<file path="src/rtl/cmd_sender_if.sv">
// cmd_sender_if: command request/status bundle between a host and cmd_sender.
interface cmd_sender_if;
    logic [15:0] cmd;
    logic        snd_cmd;
    logic        TX;
    logic        busy;
    logic        cmd_sent;
    modport master (output cmd, snd_cmd, input TX, busy, cmd_sent);
    modport slave (input cmd, snd_cmd, output TX, busy, cmd_sent);
endinterface

</file>
<file path="src/rtl/cmd_sender.sv">
// cmd_sender: sends a 16-bit command as two 8N1 UART frames on TX, high byte first.
// Define CMD_CHKSUM_EN to append a third frame carrying high^low byte.
module cmd_sender #(
    parameter int BAUD_DIV = 2604
) (
    input logic         clk,
    input logic         rst_n,
    cmd_sender_if.slave bus
);
    localparam logic [15:0] BAUD_LAST = 16'(BAUD_DIV - 1);
`ifdef CMD_CHKSUM_EN
    localparam int HOLD_W = 16;
    typedef enum logic [1:0] {IDLE, HI_BYTE, LO_BYTE, CHK_BYTE} state_t;
`else
    localparam int HOLD_W = 8;
    typedef enum logic [1:0] {IDLE, HI_BYTE, LO_BYTE} state_t;
`endif
    state_t              state_q, state_d, next_state;
    logic [HOLD_W-1:0]   cmd_hold_q, cmd_hold_d;
    logic [15:0]         baud_cnt_q, baud_cnt_d;
    logic [3:0]          bit_cnt_q, bit_cnt_d;
    logic [8:0]          shift_q, shift_d;
    logic                cmd_sent_q, cmd_sent_d;
    logic [7:0]          next_byte;
    logic                bit_end;

    assign bit_end      = baud_cnt_q == BAUD_LAST;
    assign bus.TX       = shift_q[0];
    assign bus.busy     = state_q != IDLE;
    assign bus.cmd_sent = cmd_sent_q;

    // Which frame follows the one on the line; the high byte goes straight into
    // the shifter on accept, so only later bytes come from cmd_hold.
    always_comb begin
        next_state = IDLE;
        next_byte  = cmd_hold_q[7:0];
        case (state_q)
            HI_BYTE: next_state = LO_BYTE;
`ifdef CMD_CHKSUM_EN
            LO_BYTE: begin
                next_state = CHK_BYTE;
                next_byte  = cmd_hold_q[15:8] ^ cmd_hold_q[7:0];
            end
`endif
            default: next_state = IDLE;
        endcase
    end

    // Accept, baud/bit timing, shifting and frame sequencing.
    always_comb begin
        state_d    = state_q;
        cmd_hold_d = cmd_hold_q;
        baud_cnt_d = baud_cnt_q;
        bit_cnt_d  = bit_cnt_q;
        shift_d    = shift_q;
        cmd_sent_d = cmd_sent_q;
        if (state_q == IDLE) begin
            if (bus.snd_cmd) begin
                state_d    = HI_BYTE;
                cmd_hold_d = bus.cmd[HOLD_W-1:0];
                shift_d    = {bus.cmd[15:8], 1'b0};
                cmd_sent_d = 1'b0;
                baud_cnt_d = '0;
                bit_cnt_d  = '0;
            end
        end else if (!bit_end) begin
            baud_cnt_d = baud_cnt_q + 16'd1;
        end else begin
            baud_cnt_d = '0;
            if (bit_cnt_q != 4'd9) begin
                bit_cnt_d = bit_cnt_q + 4'd1;
                shift_d   = {1'b1, shift_q[8:1]};
            end else begin
                bit_cnt_d = '0;
                state_d   = next_state;
                shift_d   = next_state == IDLE ? 9'h1FF : {next_byte, 1'b0};
                if (next_state == IDLE) cmd_sent_d = 1'b1;
            end
        end
    end

    // State register; async reset forces TX high and abandons any command.
    always_ff @(posedge clk or negedge rst_n) begin
        if (!rst_n) begin
            state_q    <= IDLE;
            cmd_hold_q <= '0;
            baud_cnt_q <= '0;
            bit_cnt_q  <= '0;
            shift_q    <= 9'h1FF;
            cmd_sent_q <= 1'b0;
        end else begin
            state_q    <= state_d;
            cmd_hold_q <= cmd_hold_d;
            baud_cnt_q <= baud_cnt_d;
            bit_cnt_q  <= bit_cnt_d;
            shift_q    <= shift_d;
            cmd_sent_q <= cmd_sent_d;
        end
    end
endmodule

</file>
<file path="src/flat_wrapper.sv">
// flat-port wrapper written by rule: the top's interface ports become plain ports
module cmd_sender_flat 
#(
    parameter int BAUD_DIV = 2604
)
  (clk, rst_n, bus_cmd, bus_snd_cmd, bus_TX, bus_busy, bus_cmd_sent);
  cmd_sender_if bus_i ();
  input logic clk;
  input logic rst_n;
  input wire logic [$bits(bus_i.cmd)-1:0] bus_cmd;
  input wire logic [$bits(bus_i.snd_cmd)-1:0] bus_snd_cmd;
  output wire logic [$bits(bus_i.TX)-1:0] bus_TX;
  output wire logic [$bits(bus_i.busy)-1:0] bus_busy;
  output wire logic [$bits(bus_i.cmd_sent)-1:0] bus_cmd_sent;
  assign bus_i.cmd = bus_cmd;
  assign bus_i.snd_cmd = bus_snd_cmd;
  assign bus_TX = bus_i.TX;
  assign bus_busy = bus_i.busy;
  assign bus_cmd_sent = bus_i.cmd_sent;
  cmd_sender #(.BAUD_DIV(BAUD_DIV)) u_core (.clk(clk), .rst_n(rst_n), .bus(bus_i));
endmodule
</file>
<file path="config.mk">
export PLATFORM = sky130hd
export DESIGN_NAME = cmd_sender_flat
export DESIGN_NICKNAME = d
export VERILOG_FILES = /design/src/rtl/cmd_sender_if.sv /design/src/rtl/cmd_sender.sv /design/src/flat_wrapper.sv
export SDC_FILE = /design/constraint.sdc
export NUM_CORES = 1
export LEC_CHECK = 0
export CORE_ASPECT_RATIO = 1.2
export CORE_MARGIN = 1.5
export CORE_UTILIZATION = 50
export DETAILED_ROUTE_END_ITERATION = 7
export PLACE_DENSITY = 0.78
export SETUP_SLACK_MARGIN = 0.05
export SYNTH_ARGS = -nofsm -noshare
export SYNTH_HDL_FRONTEND = slang
export SYNTH_SLANG_ARGS = --single-unit
</file>
<file path="constraint.sdc">
create_clock -name clk -period 3.5 [get_ports clk]
set_input_delay 0.7 -clock clk [delete_from_list [all_inputs] [get_ports clk]]
set_output_delay 0.7 -clock clk [all_outputs]
set_load 0.01 [all_outputs]
</file>
==> impl_metrics.csv, run 1 <==
group,metric,value,unit
detailed_routing,via_per_inst,5.57,
place,dp_worst_setup_slack,1120,ps
grt,grt_pass1_wl,7160,um
clock_network,postCtsSetupRepairBufs,0,
power_and_ir_drop,p_switching,0.402,mW
logic_synthesis,synth_commonest_cells,"dfrtp_1, nor2_1, nand2_1",
grt,overflow,0,
clock_network,tritoncts,"done",
place,hpwl,2820,um
clock_network,cts_buffers,5,
detailed_routing,ant_nets,0,
floorplanning,io-pin-count,22,
timing,period_share,0.766,
logic_synthesis,syn_inst,224,
timing,rsz0062_at_grt,"no",
clock_network,clk_path_buf_depth,2,
timing,worst_slack,818,ps
floorplanning,die_y,73.1,um
power_and_ir_drop,comb_power_share,0.223,
floorplanning,std_cell_rows,25,
logic_synthesis,synth_edf_count,0,
layout,final_util,0.595,
power_and_ir_drop,seqPwrFrac,0.558,
layout,insertedDiodeCount,0,
place,place_congestion,0.797,
power_and_ir_drop,clkPwrFrac,0.219,
detailed_routing,wirelength,4070,um
grt,antenna_found_initial,0,
clock_network,clock-sinks,40,
logic_synthesis,netlist.area_leader.share,0.379,
power_and_ir_drop,p_total,1.34,mW
clock_network,cts_resized,0,
logic_synthesis,ys_types,36,
detailed_routing,drt_iter0_markers,91,
grt,first_global_vias,1634,
power_and_ir_drop,power.leakage,1.01,nW
clock_network,clkTransAtPathRegs,70,ps
floorplanning,coreArea,3940,um^2
clock_network,ctsHoldBuffers,0,
clock_network,h-tree-depth,2,
timing,tns,0,ps
timing,slew_violations,0,
min_path,holdCritPathClass,"reg2reg",
layout,drive_gt1_frac,0.116,
job,timing.max_cap.violations,0,
power_and_ir_drop,p_sw_frac,0.300,
logic_synthesis,ys_warn_count,0,
critical_path,setup.worst_path.start_class,"register",
power_and_ir_drop,power_density,571,nW/um^2
critical_path,endpoint_kind,"primary output",
logic_synthesis,avgSynthCellArea,9.13,um^2
timing,fmax,0.373,GHz
timing,hold_viol_final,0,
timing,skew,5.41,ps
critical_path,cp_max_fo,21,
power_and_ir_drop,intPower,0.938,mW
clock_network,insertion_delay,290,ps
critical_path,cp.arrival,1980,ps
floorplanning,start_util,0.519,
floorplanning,die-width,61.4,um
timing,setup_viol,0,
logic_synthesis,yosysMostFrequentCell,"dfrtp_1",
detailed_routing,vias,1649,
logic_synthesis,synth_top_cell_by_area,"dfrtp_1",
power_and_ir_drop,vdd_drop_max,0.269,mV
logic_synthesis,netlist_area,2050,um^2
floorplanning,dieArea,4490,um^2
timing,period_minus_slack,2680,ps
run_status,outcome,"completed",
layout,areaGrowthSynthToFinish,14.6,%
logic_synthesis,synth-seq-cells,40,
detailed_routing,drc,0,
logic_synthesis,synthArstFlopShare,1.00,
grt,grt_max_degree,41,
grt,grt_usage,0.216,
logic_synthesis,ys.flop_type,"dfrtp_1",
layout,layout.nets,263,
timing,slew-limit-headroom,0.421,
critical_path,path_class,"reg2out",
layout,final_area,2340,um^2
detailed_routing,routedWlPerCell,13.8,um
detailed_routing,drt-pass1-iter-count,4,
place,io_buffer_count,21,
logic_synthesis,netlist_top_cells_area,"dfrtp_1, dfstp_2, nor2_1",
timing,tightestPinTransition,868,ps
clock_network,cts_root_buf,"clkbuf_8",
logic_synthesis,yosysSeqAreaShare,0.495,
place,place_area,2260,um^2
critical_path,crit_required,2800,ps
logic_synthesis,synth_nets,246,
kinds of logic (layout without fill, tap and decap cells):
kind of cell    Yosys count  count (layout)  share of synthesized area
buf+inv                  18              36                     0.0434
fa+ha+maj                 3               3                     0.0184
simple gates             91              91                      0.212
compound gates           64              64                      0.187
mux                       8               8                     0.0440
flops                    40              40                      0.495
worst paths after layout:
path                            slack, ps                                 to  cells past startpoint                             start
worst max-delay path                  820                           bus_busy                      4     u_core.state_q[0]$_DFFE_PN0P_
worst min-delay path                  480      u_core.shift_q[8]$_DFFE_PN1P_                      2     u_core.shift_q[8]$_DFFE_PN1P_
worst min register to register        480      u_core.shift_q[8]$_DFFE_PN1P_                      2     u_core.shift_q[8]$_DFFE_PN1P_
min in group asynchronous             520  u_core.baud_cnt_q[15]$_DFFE_PN0P_                      1                             rst_n
max in group asynchronous            2440  u_core.baud_cnt_q[12]$_DFFE_PN0P_                      1                             rst_n
worst max register to register       1160  u_core.baud_cnt_q[11]$_DFFE_PN0P_                      6  u_core.baud_cnt_q[0]$_DFFE_PN0P_
routing by layer:
metal	wire length, um	global-route usage	up-vias
met4	70	0.0922	0
met1	1850	0.276	774
met2	2010	0.339	32
met5	0	0	-
li1	-	-	837
met3	140	0.0621	6
cell type report:
class | instances | area [um^2]
Multi-Input combinational cell | 166 | 945
Clock inverter | 1 | 5.00
Tap cell | 54 | 67.6
Sequential cell | 40 | 1010
Inverter | 5 | 18.8
Clock buffer | 7 | 76.3
Fill cell | 368 | 1600
Timing Repair Buffer | 23 | 220
sequential cells by signal (all words and copies together) (netlist names):
name,flops
u_core.bus.cmd_sent,1
u_core.state_q,2
u_core.baud_cnt_q,16
u_core.cmd_hold_q,8
u_core.shift_q,9
u_core.bit_cnt_q,4
cell usage in the layout, fill, tap and decap left out, drive strengths merged:
cell type      count
dfrtp             31
nor2              30
nand2             28
clkdlybuf4s50     20
o21ai             18
a21oi             17
a31oi             12
dfstp              9
mux2               8
nand3              7
o22ai              7
clkbuf             7
and3               6
inv                5
or3                5
and4               3
ha                 3
o31ai              3
buf                3
nor4b              2
nand4              2
a22o               2
and2               2
o22a               2
nor3               2
nor4bb             1
nor3b              1
nand3b             1
or2                1
a41oi              1
o311a              1
a21o               1
clkinv             1
worst max-delay path, stage by stage (launching register included):
cell,delay (ps)
dfrtp_1,720
nor2_1,80
buf_4,190
inv_1,140
clkdlybuf4s50_1,560
per-stage QoR:
| step | hold WS (ps) | std cells |
|---|---|---|
| 3_3_place_gp | 451 | 288 |
| 4_1_cts | 482 | 296 |
| 2_1_floorplan | 404 | 224 |
| 6_report | 478 | 296 |
| 3_5_place_dp | 472 | 288 |
| 5_1_grt | 496 | 296 |
power groups by stage:
stage	clock (mW)	sequential [mW]	combinational, mW
2_1_floorplan	0	0.724	0.226
3_3_place_gp	0	0.753	0.292
3_5_place_dp	0	0.754	0.302
4_1_cts	0.304	0.747	0.301
5_1_grt	0.323	0.774	0.341
6_report	0.294	0.748	0.298
(Power assumes the default switching activity.)
==> inputs of run 2 (changes only) <==
clock period = 2.7 ns   (was 3.5 ns; I/O delays follow)
==> impl_metrics.csv, run 2 (synthesized netlist as in run 1, its figures left out) <==
group,metric,value,unit
detailed_routing,drt_iter0_markers,77,
clock_network,postCtsSetupRepairBufs,0,
power_and_ir_drop,power.leakage,1.03,nW
place,hpwl,3090,um
grt,overflow,0,
critical_path,reg2reg_from,"u_core.baud_cnt_q[0]$_DFFE_PN0P_",
power_and_ir_drop,vdd_drop_max,0.333,mV
detailed_routing,vias,1742,
grt,antenna_found_initial,0,
job,timing.max_cap.violations,0,
floorplanning,io-pin-count,22,
timing,slew-limit-headroom,0.413,
grt,grt_usage,0.223,
critical_path,critPathTopFamily,"buffers and inverters",
critical_path,cp.arrival,1750,ps
grt,grt_max_degree,41,
detailed_routing,wirelength,4390,um
critical_path,reg2reg_slack,550,ps
clock_network,cts_buffers,5,
clock_network,h-tree-depth,2,
critical_path,reg2reg_depth,7,
clock_network,tritoncts,"done",
layout,layout_common_cells,"dfrtp_1, nor2_1, nand2_1, clkdlybuf4s50_1",
place,dp_cells,291,
timing,tightestPinTransition,880,ps
critical_path,setup.worst_path.start_class,"register",
grt,first_global_vias,1749,
clock_network,clkTransAtPathRegs,80,ps
timing,rsz0062_at_grt,"no",
timing,slew_violations,0,
critical_path,crit_required,2160,ps
layout,layout.nets,266,
critical_path,crit_slowest_cell,"dfrtp_1",
clock_network,clk_path_buf_depth,2,
layout,insertedDiodeCount,0,
grt,grt_pass1_wl,7560,um
timing,period_minus_slack,2290,ps
layout,areaGrowthSynthToFinish,16.1,%
layout,final_common_cell,"dfrtp_1",
min_path,holdCritPathClass,"in2async",
layout,largest-register,"u_core.baud_cnt_q",
critical_path,cpPeakStageDelay,620,ps
detailed_routing,drt-pass1-iter-count,4,
critical_path,endpoint_kind,"primary output",
place,place_congestion,0.796,
clock_network,cts_resized,0,
critical_path,timing.rr.end,"u_core.baud_cnt_q[6]$_DFFE_PN0P_",
run_status,outcome,"completed",
clock_network,ctsHoldBuffers,0,
timing,setup_viol,0,
power_and_ir_drop,power_density,749,nW/um^2
layout,largest_reg_flops,16,
detailed_routing,routedWlPerCell,14.7,um
floorplanning,coreArea,3940,um^2
critical_path,path_cells,"nor2_1 -> inv_1 -> clkdlybuf4s50_1",
layout,drive_gt1_frac,0.127,
timing,skew,7.94,ps
timing,period_share,0.847,
timing,tns,0,ps
clock_network,clock-sinks,40,
place,io_buffer_count,21,
clock_network,cts_root_buf,"clkbuf_8",
critical_path,path_class,"reg2out",
layout,reg_top3,"u_core.baud_cnt_q x16, u_core.shift_q x9, u_core.cmd_hold_q x8",
detailed_routing,drc,0,
detailed_routing,ant_nets,0,
detailed_routing,via_per_inst,5.83,
floorplanning,die_y,73.1,um
timing,hold_viol_final,0,
floorplanning,start_util,0.519,
timing,fmax,0.437,GHz
floorplanning,die-width,61.4,um
clock_network,insertion_delay,300,ps
floorplanning,dieArea,4490,um^2
layout,finalNonFillerCells,299,
critical_path,cp_num_buf_inv,2,
floorplanning,std_cell_rows,25,
critical_path,cp_max_fo,14,
-- run 2: cell count changes in the layout (fill, tap and decap cells not counted), sizes merged --
cell,before,now
buf,3,6
clkbuf,7,8
clkinv,1,0
-- run 2: metal layers --
layer / GRT usage / up-vias / share of wire
met1: 0.259 / 852 / 0.42
met2: 0.398 / 41 / 0.52
li1: - / 840 / -
met4: 0.0922 / 0 / 0.018
met5: 0 / - / 0
met3: 0.0337 / 9 / 0.037
-- run 2: report_power, final --
part           switching [mW]  internal (mW)  leakage [nW]  total, mW
registers               0.150          0.821         0.490      0.972
clock network           0.200          0.208        0.0455      0.409
logic                   0.183          0.217         0.494      0.399
-- run 2: area by class of cell --
| type | instances | area, um^2 |
|---|---|---|
| Clock buffer | 8 | 90.1 |
| Fill cell | 378 | 1570 |
| Inverter | 5 | 18.8 |
| Multi-Input combinational cell | 166 | 945 |
| Sequential cell | 40 | 1010 |
| Tap cell | 54 | 67.6 |
| Timing Repair Buffer | 26 | 243 |
-- run 2: worst max-delay path by stage --
| stage | startpoint | to | slack [ps] | depth (start not counted) |
|---|---|---|---|---|
| finish | u_core.state_q[1]$_DFFE_PN0P_ | bus_busy | 410 | 3 |
| global route | u_core.state_q[1]$_DFFE_PN0P_ | bus_busy | 290 | 3 |
| CTS | u_core.state_q[1]$_DFFE_PN0P_ | bus_busy | 390 | 3 |
| detailed placement | u_core.baud_cnt_q[0]$_DFFE_PN0P_ | u_core.baud_cnt_q[6]$_DFFE_PN0P_ | 570 | 7 |
| global placement | bus_snd_cmd | u_core.shift_q[8]$_DFFE_PN1P_ | 630 | 7 |
| floorplan | u_core.baud_cnt_q[0]$_DFFE_PN0P_ | u_core.baud_cnt_q[15]$_DFFE_PN0P_ | 1020 | 6 |
-- run 2: metrics by stage --
stage          area [um^2]   util  hold WS [ps]  total power [mW]  setup slack, ps
2_1_floorplan         2050      -           244              1.23             1020
3_3_place_gp          2290  0.580           454              1.36              634
3_5_place_dp          2290  0.580           474              1.38              569
4_1_cts               2380  0.603           390              1.79              394
5_1_grt               2380  0.603           435              1.91              290
6_report              2380  0.603           356              1.78              413
